--- src/rtl/mem_port_arbiter_if.sv ---
// ============================================================================
// Module   : mem_port_arbiter_if
// Purpose  : Bundles the pipeline port, the debug-loader port, the single-port
//            data-memory drive and the busy flag of mem_port_arbiter.
// Ports    : slave  - arbiter side (consumes requests, drives the memory)
//            master - environment side (issues requests, returns mem_rdata)
// Revision : 1.0 - initial release
// ============================================================================
`default_nettype none

interface mem_port_arbiter_if #(
    parameter int AW = 8,
    parameter int DW = 16
);
    // Pipeline MEM-stage port
    logic          p_req;
    logic          p_we;
    logic [AW-1:0] p_addr;
    logic [DW-1:0] p_wdata;
    logic [DW-1:0] p_rdata;
    logic          p_done;
    logic          p_stall;

    // Debug-loader port
    logic          d_req;
    logic          d_we;
    logic [AW-1:0] d_addr;
    logic [DW-1:0] d_wdata;
    logic [DW-1:0] d_rdata;
    logic          d_done;

    // Single-port memory drive
    logic [AW-1:0] mem_addr;
    logic [DW-1:0] mem_wdata;
    logic          mem_we;
    logic [DW-1:0] mem_rdata;

    logic          busy;

    modport slave (
        input  p_req, p_we, p_addr, p_wdata,
        output p_rdata, p_done, p_stall,
        input  d_req, d_we, d_addr, d_wdata,
        output d_rdata, d_done,
        output mem_addr, mem_wdata, mem_we,
        input  mem_rdata,
        output busy
    );

    modport master (
        output p_req, p_we, p_addr, p_wdata,
        input  p_rdata, p_done, p_stall,
        output d_req, d_we, d_addr, d_wdata,
        input  d_rdata, d_done,
        input  mem_addr, mem_wdata, mem_we,
        output mem_rdata,
        input  busy
    );
endinterface

`default_nettype wire

--- src/rtl/mem_port_arbiter.sv ---
// ============================================================================
// Module   : mem_port_arbiter
// Purpose  : Shares one single-port data memory between the CPU pipeline
//            MEM stage and a debug loader. Each access takes three cycles
//            (IDLE -> ACCESS -> RESP). The pipeline has priority, but after
//            STARVE_MAX consecutive pipeline grants with debug waiting, debug
//            is granted once.
// Ports    : clk        - single clock, rising edge
//            rst        - synchronous active-high reset
//            bus.slave  - pipeline port, debug port, memory drive, busy
// Revision : 1.0 - initial release
// ============================================================================
`default_nettype none

module mem_port_arbiter #(
    parameter int AW         = 8,
    parameter int DW         = 16,
    parameter int STARVE_MAX = 4
) (
    input  logic              clk,
    input  logic              rst,
    mem_port_arbiter_if.slave bus
);

    localparam int              c_cnt_w      = (STARVE_MAX < 1) ? 1 : $clog2(STARVE_MAX + 1);
    localparam logic [c_cnt_w-1:0] c_starve_max = c_cnt_w'(STARVE_MAX);

    typedef enum logic [1:0] {
        ST_IDLE   = 2'd0,
        ST_ACCESS = 2'd1,
        ST_RESP   = 2'd2
    } state_t;

    state_t               r_state;
    logic                 r_grant_dbg;   // 1: debug owns the current access
    logic                 r_we;
    logic                 r_mem_we;
    logic [AW-1:0]        r_addr;
    logic [DW-1:0]        r_wdata;
    logic [c_cnt_w-1:0]   r_starve;
    logic [DW-1:0]        r_p_rdata;
    logic [DW-1:0]        r_d_rdata;
    logic                 r_p_done;
    logic                 r_d_done;

    logic                 w_any_req;
    logic                 w_starve_hit;
    logic                 w_dbg_wins;
    logic                 w_win_we;
    logic [AW-1:0]        w_win_addr;
    logic [DW-1:0]        w_win_wdata;

    // Winner selection; only consumed while in IDLE.
    always_comb begin
        w_any_req    = bus.p_req | bus.d_req;
        w_starve_hit = (r_starve == c_starve_max);
        w_dbg_wins   = bus.d_req & (~bus.p_req | w_starve_hit);
        w_win_we     = w_dbg_wins ? bus.d_we    : bus.p_we;
        w_win_addr   = w_dbg_wins ? bus.d_addr  : bus.p_addr;
        w_win_wdata  = w_dbg_wins ? bus.d_wdata : bus.p_wdata;
    end

    always_ff @(posedge clk) begin
        if (rst) begin
            r_state     <= ST_IDLE;
            r_grant_dbg <= 1'b0;
            r_we        <= 1'b0;
            r_mem_we    <= 1'b0;
            r_addr      <= '0;
            r_wdata     <= '0;
            r_starve    <= '0;
            r_p_rdata   <= '0;
            r_d_rdata   <= '0;
            r_p_done    <= 1'b0;
            r_d_done    <= 1'b0;
        end else begin
            r_p_done <= 1'b0;
            r_d_done <= 1'b0;
            case (r_state)
                ST_IDLE: begin
                    if (w_any_req) begin
                        r_state     <= ST_ACCESS;
                        r_grant_dbg <= w_dbg_wins;
                        r_we        <= w_win_we;
                        r_mem_we    <= w_win_we;
                        r_addr      <= w_win_addr;
                        r_wdata     <= w_win_wdata;
                    end
                    // The counter measures how long debug has been passed
                    // over; it only advances on a pipeline grant that debug
                    // lost, and saturates rather than wrapping.
                    if (!bus.d_req || w_dbg_wins) begin
                        r_starve <= '0;
                    end else if (bus.p_req && !w_starve_hit) begin
                        r_starve <= r_starve + c_cnt_w'(1);
                    end
                end
                ST_ACCESS: begin
                    r_state  <= ST_RESP;
                    r_mem_we <= 1'b0;
                    if (r_grant_dbg) begin
                        r_d_done <= 1'b1;
                    end else begin
                        r_p_done <= 1'b1;
                    end
                end
                ST_RESP: begin
                    r_state <= ST_IDLE;
                    // mem_rdata is valid now, one cycle after the address.
                    if (!r_we) begin
                        if (r_grant_dbg) begin
                            r_d_rdata <= bus.mem_rdata;
                        end else begin
                            r_p_rdata <= bus.mem_rdata;
                        end
                    end
                    // Clearing here keeps the memory bus at zero in IDLE.
                    r_addr  <= '0;
                    r_wdata <= '0;
                end
                default: begin
                    r_state <= ST_IDLE;
                end
            endcase
        end
    end

    assign bus.mem_addr  = r_addr;
    assign bus.mem_wdata = r_wdata;
    assign bus.mem_we    = r_mem_we;
    assign bus.p_rdata   = r_p_rdata;
    assign bus.d_rdata   = r_d_rdata;
    assign bus.p_done    = r_p_done;
    assign bus.d_done    = r_d_done;
    assign bus.p_stall   = bus.p_req & ~r_p_done;
    assign bus.busy      = (r_state != ST_IDLE);

endmodule

`default_nettype wire

--- src/flat_wrapper.sv ---
// flat-port wrapper written by rule: the top's interface ports become plain ports
module mem_port_arbiter_flat 
#(
    parameter int AW         = 8,
    parameter int DW         = 16,
    parameter int STARVE_MAX = 4
)
  (clk, rst, bus_p_req, bus_p_we, bus_p_addr, bus_p_wdata, bus_p_rdata, bus_p_done, bus_p_stall, bus_d_req, bus_d_we, bus_d_addr, bus_d_wdata, bus_d_rdata, bus_d_done, bus_mem_addr, bus_mem_wdata, bus_mem_we, bus_mem_rdata, bus_busy);
  mem_port_arbiter_if #(.AW(AW), .DW(DW)) bus_i ();
  input  logic clk;
  input  logic rst;
  input wire logic [$bits(bus_i.p_req)-1:0] bus_p_req;
  input wire logic [$bits(bus_i.p_we)-1:0] bus_p_we;
  input wire logic [$bits(bus_i.p_addr)-1:0] bus_p_addr;
  input wire logic [$bits(bus_i.p_wdata)-1:0] bus_p_wdata;
  output wire logic [$bits(bus_i.p_rdata)-1:0] bus_p_rdata;
  output wire logic [$bits(bus_i.p_done)-1:0] bus_p_done;
  output wire logic [$bits(bus_i.p_stall)-1:0] bus_p_stall;
  input wire logic [$bits(bus_i.d_req)-1:0] bus_d_req;
  input wire logic [$bits(bus_i.d_we)-1:0] bus_d_we;
  input wire logic [$bits(bus_i.d_addr)-1:0] bus_d_addr;
  input wire logic [$bits(bus_i.d_wdata)-1:0] bus_d_wdata;
  output wire logic [$bits(bus_i.d_rdata)-1:0] bus_d_rdata;
  output wire logic [$bits(bus_i.d_done)-1:0] bus_d_done;
  output wire logic [$bits(bus_i.mem_addr)-1:0] bus_mem_addr;
  output wire logic [$bits(bus_i.mem_wdata)-1:0] bus_mem_wdata;
  output wire logic [$bits(bus_i.mem_we)-1:0] bus_mem_we;
  input wire logic [$bits(bus_i.mem_rdata)-1:0] bus_mem_rdata;
  output wire logic [$bits(bus_i.busy)-1:0] bus_busy;
  assign bus_i.p_req = bus_p_req;
  assign bus_i.p_we = bus_p_we;
  assign bus_i.p_addr = bus_p_addr;
  assign bus_i.p_wdata = bus_p_wdata;
  assign bus_p_rdata = bus_i.p_rdata;
  assign bus_p_done = bus_i.p_done;
  assign bus_p_stall = bus_i.p_stall;
  assign bus_i.d_req = bus_d_req;
  assign bus_i.d_we = bus_d_we;
  assign bus_i.d_addr = bus_d_addr;
  assign bus_i.d_wdata = bus_d_wdata;
  assign bus_d_rdata = bus_i.d_rdata;
  assign bus_d_done = bus_i.d_done;
  assign bus_mem_addr = bus_i.mem_addr;
  assign bus_mem_wdata = bus_i.mem_wdata;
  assign bus_mem_we = bus_i.mem_we;
  assign bus_i.mem_rdata = bus_mem_rdata;
  assign bus_busy = bus_i.busy;
  mem_port_arbiter #(.AW(AW), .DW(DW), .STARVE_MAX(STARVE_MAX)) u_core (.clk(clk), .rst(rst), .bus(bus_i));
endmodule
--- config.mk ---
export PLATFORM = sky130hd
export DESIGN_NAME = mem_port_arbiter_flat
export DESIGN_NICKNAME = d
export VERILOG_FILES = /design/src/rtl/mem_port_arbiter_if.sv /design/src/rtl/mem_port_arbiter.sv /design/src/flat_wrapper.sv
export SDC_FILE = /design/constraint.sdc
export NUM_CORES = 1
export LEC_CHECK = 0
export CORE_ASPECT_RATIO = 2
export CORE_MARGIN = 10
export CORE_UTILIZATION = 43
export DETAILED_ROUTE_END_ITERATION = 16
export GPL_TIMING_DRIVEN = 0
export PLACE_DENSITY_LB_ADDON = 0.1
export SLEW_MARGIN = 20
export SYNTH_ARGS = -nofsm -noshare
export SYNTH_HDL_FRONTEND = slang
export SYNTH_SLANG_ARGS = --single-unit
--- constraint.sdc ---
create_clock -name clk -period 2.5 [get_ports clk]
set_input_delay 0.5 -clock clk [delete_from_list [all_inputs] [get_ports clk]]
set_output_delay 0.5 -clock clk [all_outputs]
set_load 0.005 [all_outputs]
==> key figures, run 1 <==
Status
  • Status: finished clean

Clocking
  • Clock transition at the registers of the reported paths: 0.05 ns
  • # resized after CTS: 0
  • CTS Hold Bufs: 0
  • Clock Tree Root: clkbuf_16
  • Clock Latency Late Sink: 0.33 ns
  • Maximum clock path buffer count: 2
  • CTS buffer count: 9
  • CTS tree: yes
  • Sink Count: 66
  • Post-CTS setup repair buffer count: 0
  • H-Tree Level Count: 3

Final layout
  • Commonest non-fill, non-tap cell in the layout: clkdlybuf4s50_1
  • Share of layout cells above drive strength 1: 7.40%
  • Post-Layout Cell Count: 480
  • Total Nets Final: 486
  • Commonest cells after routing, fill and taps aside: clkdlybuf4s50_1, nand2_1, dfxtp_1, a21oi_1, mux2i_1
  • Synthesis-to-finish area growth: 65.7%
  • Ant diodes: 0

Power and ir drop
  • P_int: 2250 uW
  • Logic pwr share: 13.7%
  • Part of the power in the clock network: 46.5%
  • Sw Share: 21.7%
  • Peak supply drop: 0.387 mV
  • Seq pwr share: 39.8%
  • Leakage: 0.00164 uW
  • Psw: 623 uW
  • PwrDens: 675 mW/mm^2

Placed design
  • Final RePlAce weighted congestion: 0.800
  • Dpl cells: 464
  • Final HPWL DP: 6.08 mm
  • IO buf count: 129

Timing
  • Slew Limit Fails: 0
  • Unrepaired setup endpoints after global routing: no
  • Setup TNS: 0 ns
  • Relative slew margins: 66.3%
  • Setup Skew: 0.00594 ns
  • Crit path time final: 2.22 ns
  • # setup viols final: 0
  • Hold Vio Cnt, Final: 0
  • Worst Tran Pin Value: 0.506 ns
  • Final period utilization: 88.7%
  • Max Clock Freq: 0.451 GHz

Synth
  • Number of synthesized flops with an enable pin: 0
  • Post-synth ARST share: 0%
  • Post-synthesis sequential element count: 66
  • Ys flop type: dfxtp_1
  • Cell area after synthesis: 0.00257 sq mm
  • Post-Syn Instances: 274
  • Yosys cell types: 29
  • Post-synthesis sequential area ratio: 51.5%
  • Net Count, Synth: 346
  • Avg Inst Size Synth: 9.37 sq um
  • Ys Warns: 0

Worst setup path
  • R2R Path End: u_core.bus.mem_addr[5]
  • Worst path cell trace: clkdlybuf4s50_1 > nor2b_1 > clkdlybuf4s50_1
  • Crit Path Max Fanout: 5
  • CP endpoint kind: primary output
  • Worst EP arrival: 1.72 ns
  • Reg2reg path depth: 8
  • Setup CP Type: input port to primary output
  • WP buf/inv: 2
  • Crit-path slowest cell: clkdlybuf4s50_1
  • Crit path max-delay family: buffers and inverters
  • Crit path top cell by count: clkdlybuf4s50_1
  • CP startpoint kind: input port
  • Critical R2R Launch: u_core.r_starve[0]
  • R2r setup slk: 0.66 ns
  • Required time of the critical path: 2.00 ns
  • Slowest stage delay, CP: 0.56 ns

Detailed routing
  • Total number of vias: 2402
  • Drt drc: 0
  • Antenna Nets Post-Route: 0
  • DRT Pass-1 Iters: 4
  • Wire per inst: 15.9 um
  • WL final: 7.64 mm
  • DR vias/cell: 5.00
  • 1st-iter DRT viols: 122

Floorplanning
  • I/O pin cnt: 131
  • Die Area: 0.00965 sq mm
  • Die Wd: 74.6 um
  • FP Rows: 39
  • Starting Density: 44.6%
  • Core Footprint: 0.00576 sq mm
  • DIE HEIGHT: 129 um

Global route
  • Total GRT Usage: 16.1%
  • Largest net degree at the start of global routing: 12
  • Number of global-route vias before repair: 2560
  • Grt ovf: 0
  • First-pass GRT wire length: 12.0 mm
  • Antenna violations before repair: 0

Min path
  • WHS Endpoint: u_core.bus.p_rdata[8]
  • Hold path cells: 2
  • Hold path start: u_core.bus.p_rdata[8]
  • Hold Path Class: flip-flop to flip-flop

Run
  • Max-Cap Viols: 0
==> worst reg2reg max path: stages (launching register included) <==
cell	delay (ns)
dfxtp_1	0.35
inv_1	0.07
ha_1	0.20
nand2_1	0.08
a21bo_2	0.12
buf_2	0.23
buf_2	0.34
mux2i_1	0.27
o2bb2ai_1	0.07
==> registers in the layout, summed over array words and instances, names as in the netlist <==
signal                count
u_core.bus.d_rdata       16
u_core.bus.mem_addr       8
u_core.bus.mem_wdata     16
u_core.r_state            2
u_core.r_starve           3
u_core.r_grant_dbg        1
u_core.bus.p_done         1
u_core.bus.d_done         1
u_core.bus.p_rdata       16
u_core.bus.mem_we         1
u_core.r_we               1
==> per-stage QoR <==
step	setup slack (ns)	hold WS [ns]	total power [uW]	util (%)	instance area (sq um)
finish	0.281	0.453	2870	73.9	4260
global route	0.227	0.470	2980	73.9	4260
CTS	0.279	0.456	2890	73.9	4260
detailed placement	0.232	0.448	1560	68.3	3940
global placement	0.253	0.441	1550	68.3	3940
floorplan	0.894	0.449	1310	-	2570
==> kinds of logic (layout without fill, tap and decap cells) <==
family / count (synthesis) / count (layout) / share of synthesized area, %
AO/OA/AOI/OAI: 64 / 64 / 16.8
buffers and inverters: 24 / 169 / 5.02
flip-flops: 66 / 66 / 51.5
multiplexers: 25 / 25 / 9.75
adder cells (fa/ha/maj): 2 / 2 / 0.975
AND/OR/NAND/NOR: 93 / 93 / 16.0
==> per-layer routing <==
| metal | GRT usage [%] | vias to the layer above | wire (um) |
|---|---|---|---|
| met3 | 8.03 | 11 | 712 |
| li1 | - | 1219 | - |
| met2 | 28.5 | 97 | 4050 |
| met4 | 6.73 | 0 | 137 |
| met5 | 0 | - | 0 |
| met1 | 15.0 | 1075 | 2750 |
==> worst max path at each step <==
stage	startpoint	end	slack, ns	depth (start not counted)
floorplan	u_core.r_starve[0]	u_core.bus.mem_addr[0]	0.89	8
global placement	bus_p_req	u_core.bus.mem_addr[0]	0.25	6
detailed placement	bus_p_req	u_core.bus.mem_addr[5]	0.23	6
CTS	bus_p_req	bus_p_stall	0.28	3
global route	bus_p_req	bus_p_stall	0.23	3
finish	bus_p_req	bus_p_stall	0.28	3
==> cells in the mapped netlist (3+ instances only) <==
master,instances,area share [%]
o2bb2ai_1,23,7.8
nand3_1,3,0.58
nor2_1,9,1.3
inv_1,4,0.58
a21oi_1,34,6.6
mux2i_1,25,9.7
nand2_1,68,9.9
dfxtp_1,66,51
buf_2,7,1.4
clkbuf_1,8,1.2
buf_6,4,1.8
==> final cells by class <==
class / count / area [sq um]
fillers: 462 / 1500
flip-flops and latches: 66 / 1320
repair buffers: 129 / 1290
multi-input cells: 184 / 1120
clock buffers: 11 / 243
plain buffers: 19 / 110
clock inverters: 5 / 77.6
well taps: 61 / 76.3
inverters: 5 / 18.8
==> power by group through the flow <==
stage / combinational (uW) / sequential (uW) / clock [uW]
2_1_floorplan: 142 / 1160 / 0
3_3_place_gp: 394 / 1160 / 0
3_5_place_dp: 398 / 1160 / 0
4_1_cts: 401 / 1140 / 1350
5_1_grt: 431 / 1150 / 1400
6_report: 394 / 1140 / 1340
(Power assumes the default switching activity.)
==> run 2: changes to the inputs <==
--- a/config.mk
+++ b/config.mk
@@ -7,7 +7,7 @@
 export LEC_CHECK = 0
 export CORE_ASPECT_RATIO = 2
 export CORE_MARGIN = 10
-export CORE_UTILIZATION = 43
+export CORE_UTILIZATION = 36
 export DETAILED_ROUTE_END_ITERATION = 16
 export GPL_TIMING_DRIVEN = 0
 export PLACE_DENSITY_LB_ADDON = 0.1
==> constraint.sdc (replaced) <==
create_clock -name clk -period 1.84 [get_ports clk]
set_input_delay 0.368 -clock clk [delete_from_list [all_inputs] [get_ports clk]]
set_output_delay 0.368 -clock clk [all_outputs]
set_load 0.005 [all_outputs]
==> run 2 against run 1 <==
  * Worst setup slack lost 0.15 ns
  * Clock skew decreased by 0.0022 ns
  * Wire length is 0.60% higher
  * Critical path depth did not move
  * First-iteration DRC count decreased by 50%
  * Die area up 15%
==> key figures, run 2 (synthesis gave the netlist of run 1 again) <==
Status
  • Status: finished clean

Worst setup path
  • CP startpoint kind: input port
  • CP endpoint kind: primary output
  • Setup CP Type: input port to primary output
  • Crit Path Max Fanout: 5 (unchanged)
  • Required time of the critical path: 1.47 ns (-0.53 ns)
  • Worst EP arrival: 1.34 ns (-0.38 ns)

Timing
  • Max Clock Freq: 0.584 GHz
  • Setup Skew: 0.00376 ns (-0.00218 ns)
  • Worst Tran Pin Value: 0.496 ns (-0.00980 ns)
  • Final period utilization: 93.0%
  • Hold Vio Cnt, Final: 0 (unchanged)
  • # setup viols final: 0 (unchanged)
  • Relative slew margins: 66.9% (+0.65 points)
  • Unrepaired setup endpoints after global routing: yes
  • Slew Limit Fails: 0 (unchanged)
  • Crit path time final: 1.71 ns
  • Worst setup margin: 0.128 ns (-0.153 ns)

Floorplanning
  • Core Footprint: 0.00694 sq mm (+21%)
  • Die Wd: 79.7 um (+6.8%)
  • Starting Density: 37.0% (-7.6 points)
  • Die Area: 0.0111 sq mm (+15%)
  • DIE HEIGHT: 139 um (+7.9%)
  • FP Rows: 43 (+10%)
  • I/O pin cnt: 131 (unchanged)

Clocking
  • CTS Hold Bufs: 0 (unchanged)
  • Maximum clock path buffer count: 2 (unchanged)
  • # resized after CTS: 3 (+3)
  • Clock transition at the registers of the reported paths: 0.05 ns (about the same)
  • Clock Tree Root: clkbuf_16
  • Clock Latency Late Sink: 0.32 ns (about the same)
  • Post-CTS setup repair buffer count: 0 (unchanged)
  • CTS tree: yes
  • CTS buffer count: 9 (unchanged)
  • H-Tree Level Count: 3 (unchanged)
  • Sink Count: 66 (unchanged)

Placed design
  • IO buf count: 129 (unchanged)
  • Post-Place Setup Slack: -0.257 ns (-0.489 ns)
  • Final RePlAce weighted congestion: 0.764 (-4.5%)
  • Final HPWL DP: 6.16 mm (+1.2%)

Final layout
  • Total Nets Final: 486 (unchanged)
  • Commonest non-fill, non-tap cell in the layout: clkdlybuf4s50_1
  • Commonest cells after routing, fill and taps aside: clkdlybuf4s50_1, nand2_1, dfxtp_1, a21oi_1, mux2i_1
  • Share of layout cells above drive strength 1: 6.99% (-0.41 points)
  • Register area: 0.00132 sq mm (about the same)
  • Synthesis-to-finish area growth: 64.6%
  • Fill cells: 611 (+32%)
  • Core Util, Final: 60.9% (-13 points)
  • Multi-input logic area: 0.00112 sq mm (unchanged)

Power and ir drop
  • Logic pwr share: 15.1% (+1.4 points)
  • PwrDens: 835 mW/mm^2 (+24%)
  • P_int: 2750 uW (+22%)
  • Part of the power in the clock network: 40.9% (-5.6 points)
  • Peak supply drop: 0.480 mV (+24%)
  • Leakage: 0.00162 uW (-1.4%)
  • Seq pwr share: 44.0% (+4.2 points)
  • Sw Share: 22.0% (+0.31 points)
  • Psw: 777 uW (+25%)

Detailed routing
  • M1 WL: 2.77 mm (+0.84%)
  • Total number of vias: 2388 (-0.58%)
  • DR vias/cell: 4.72 (-5.7%)
  • Met3 WL post-DR: 841 um (+18%)
  • Drt drc: 0 (unchanged)
  • Routed wl met2: 3.97 mm (-1.8%)
  • 1st-iter DRT viols: 61 (-50%)
  • Antenna Nets Post-Route: 0 (unchanged)
  • WL final: 7.69 mm (+0.60%)
  • DRT Pass-1 Iters: 4 (unchanged)
  • Wire per inst: 15.2 um (-4.6%)
  • Top Metal Used: met4

Min path
  • Hold Path Class: input port to flip-flop

Global route
  • Grt ovf: 0 (unchanged)
  • Antenna violations before repair: 1 (+1)
  • First-pass GRT wire length: 12.1 mm (+0.92%)
  • Largest net degree at the start of global routing: 11 (-1)
  • Number of global-route vias before repair: 2483 (-3.0%)
  • Total GRT Usage: 13.8% (-2.3 points)

Run
  • Max-Cap Viols: 0 (unchanged)
## run 2: area by class of cell
cell class | instances | share of cell area, %
diodes | 1 | 0.0592
plain buffers | 19 | 2.75
clock buffers | 11 | 5.74
clock inverters | 1 | 0.118
inverters | 5 | 0.444
multi-input cells | 184 | 26.4
flip-flops and latches | 66 | 31.3
well taps | 90 | 2.66
repair buffers | 129 | 30.5
## run 2: final timing paths
kind	from	to	slack [ns]	cells past startpoint
worst max-delay path	bus_p_req	bus_p_stall	0.13	3
worst min register to register	u_core.bus.d_rdata[11]	u_core.bus.d_rdata[11]	0.45	2
worst min-delay path	rst	u_core.r_state[1]	0.38	2
worst max register to register	u_core.r_starve[0]	u_core.bus.mem_addr[3]	0.15	8
## run 2: per-stage QoR
step / setup TNS (ns) / total power (uW) / area, sq um / std cells / hold WS [ns]
6_report: 0 / 3530 / 4230 / 506 / 0.376
5_1_grt: -0.0170 / 3680 / 4230 / 506 / 0.417
4_1_cts: 0 / 3580 / 4220 / 505 / 0.372
3_5_place_dp: -4.72 / 2120 / 3970 / 493 / 0.446
3_3_place_gp: -5.00 / 2120 / 3970 / 493 / 0.441
2_1_floorplan: 0 / 1770 / 2570 / 274 / 0.449
## run 2: power groups by stage
stage	Sequential, uW	Combinational [uW]	Clock [uW]
floorplan	1580	193	0
global placement	1580	541	0
detailed placement	1580	543	0
CTS	1550	544	1490
global route	1560	589	1540
finish	1550	533	1440
## run 2: worst max-delay path, stage by stage
cell and delay, ns:
dlygate4sd2_1 0.28, nor2b_1 0.18, clkdlybuf4s50_1 0.52
## run 2: layer usage
metal	track usage [%]	vias to the layer above
li1	-	1215
met1	12.7	1074
met2	24.2	89
met5	0	-
met4	5.70	0
met3	7.42	10
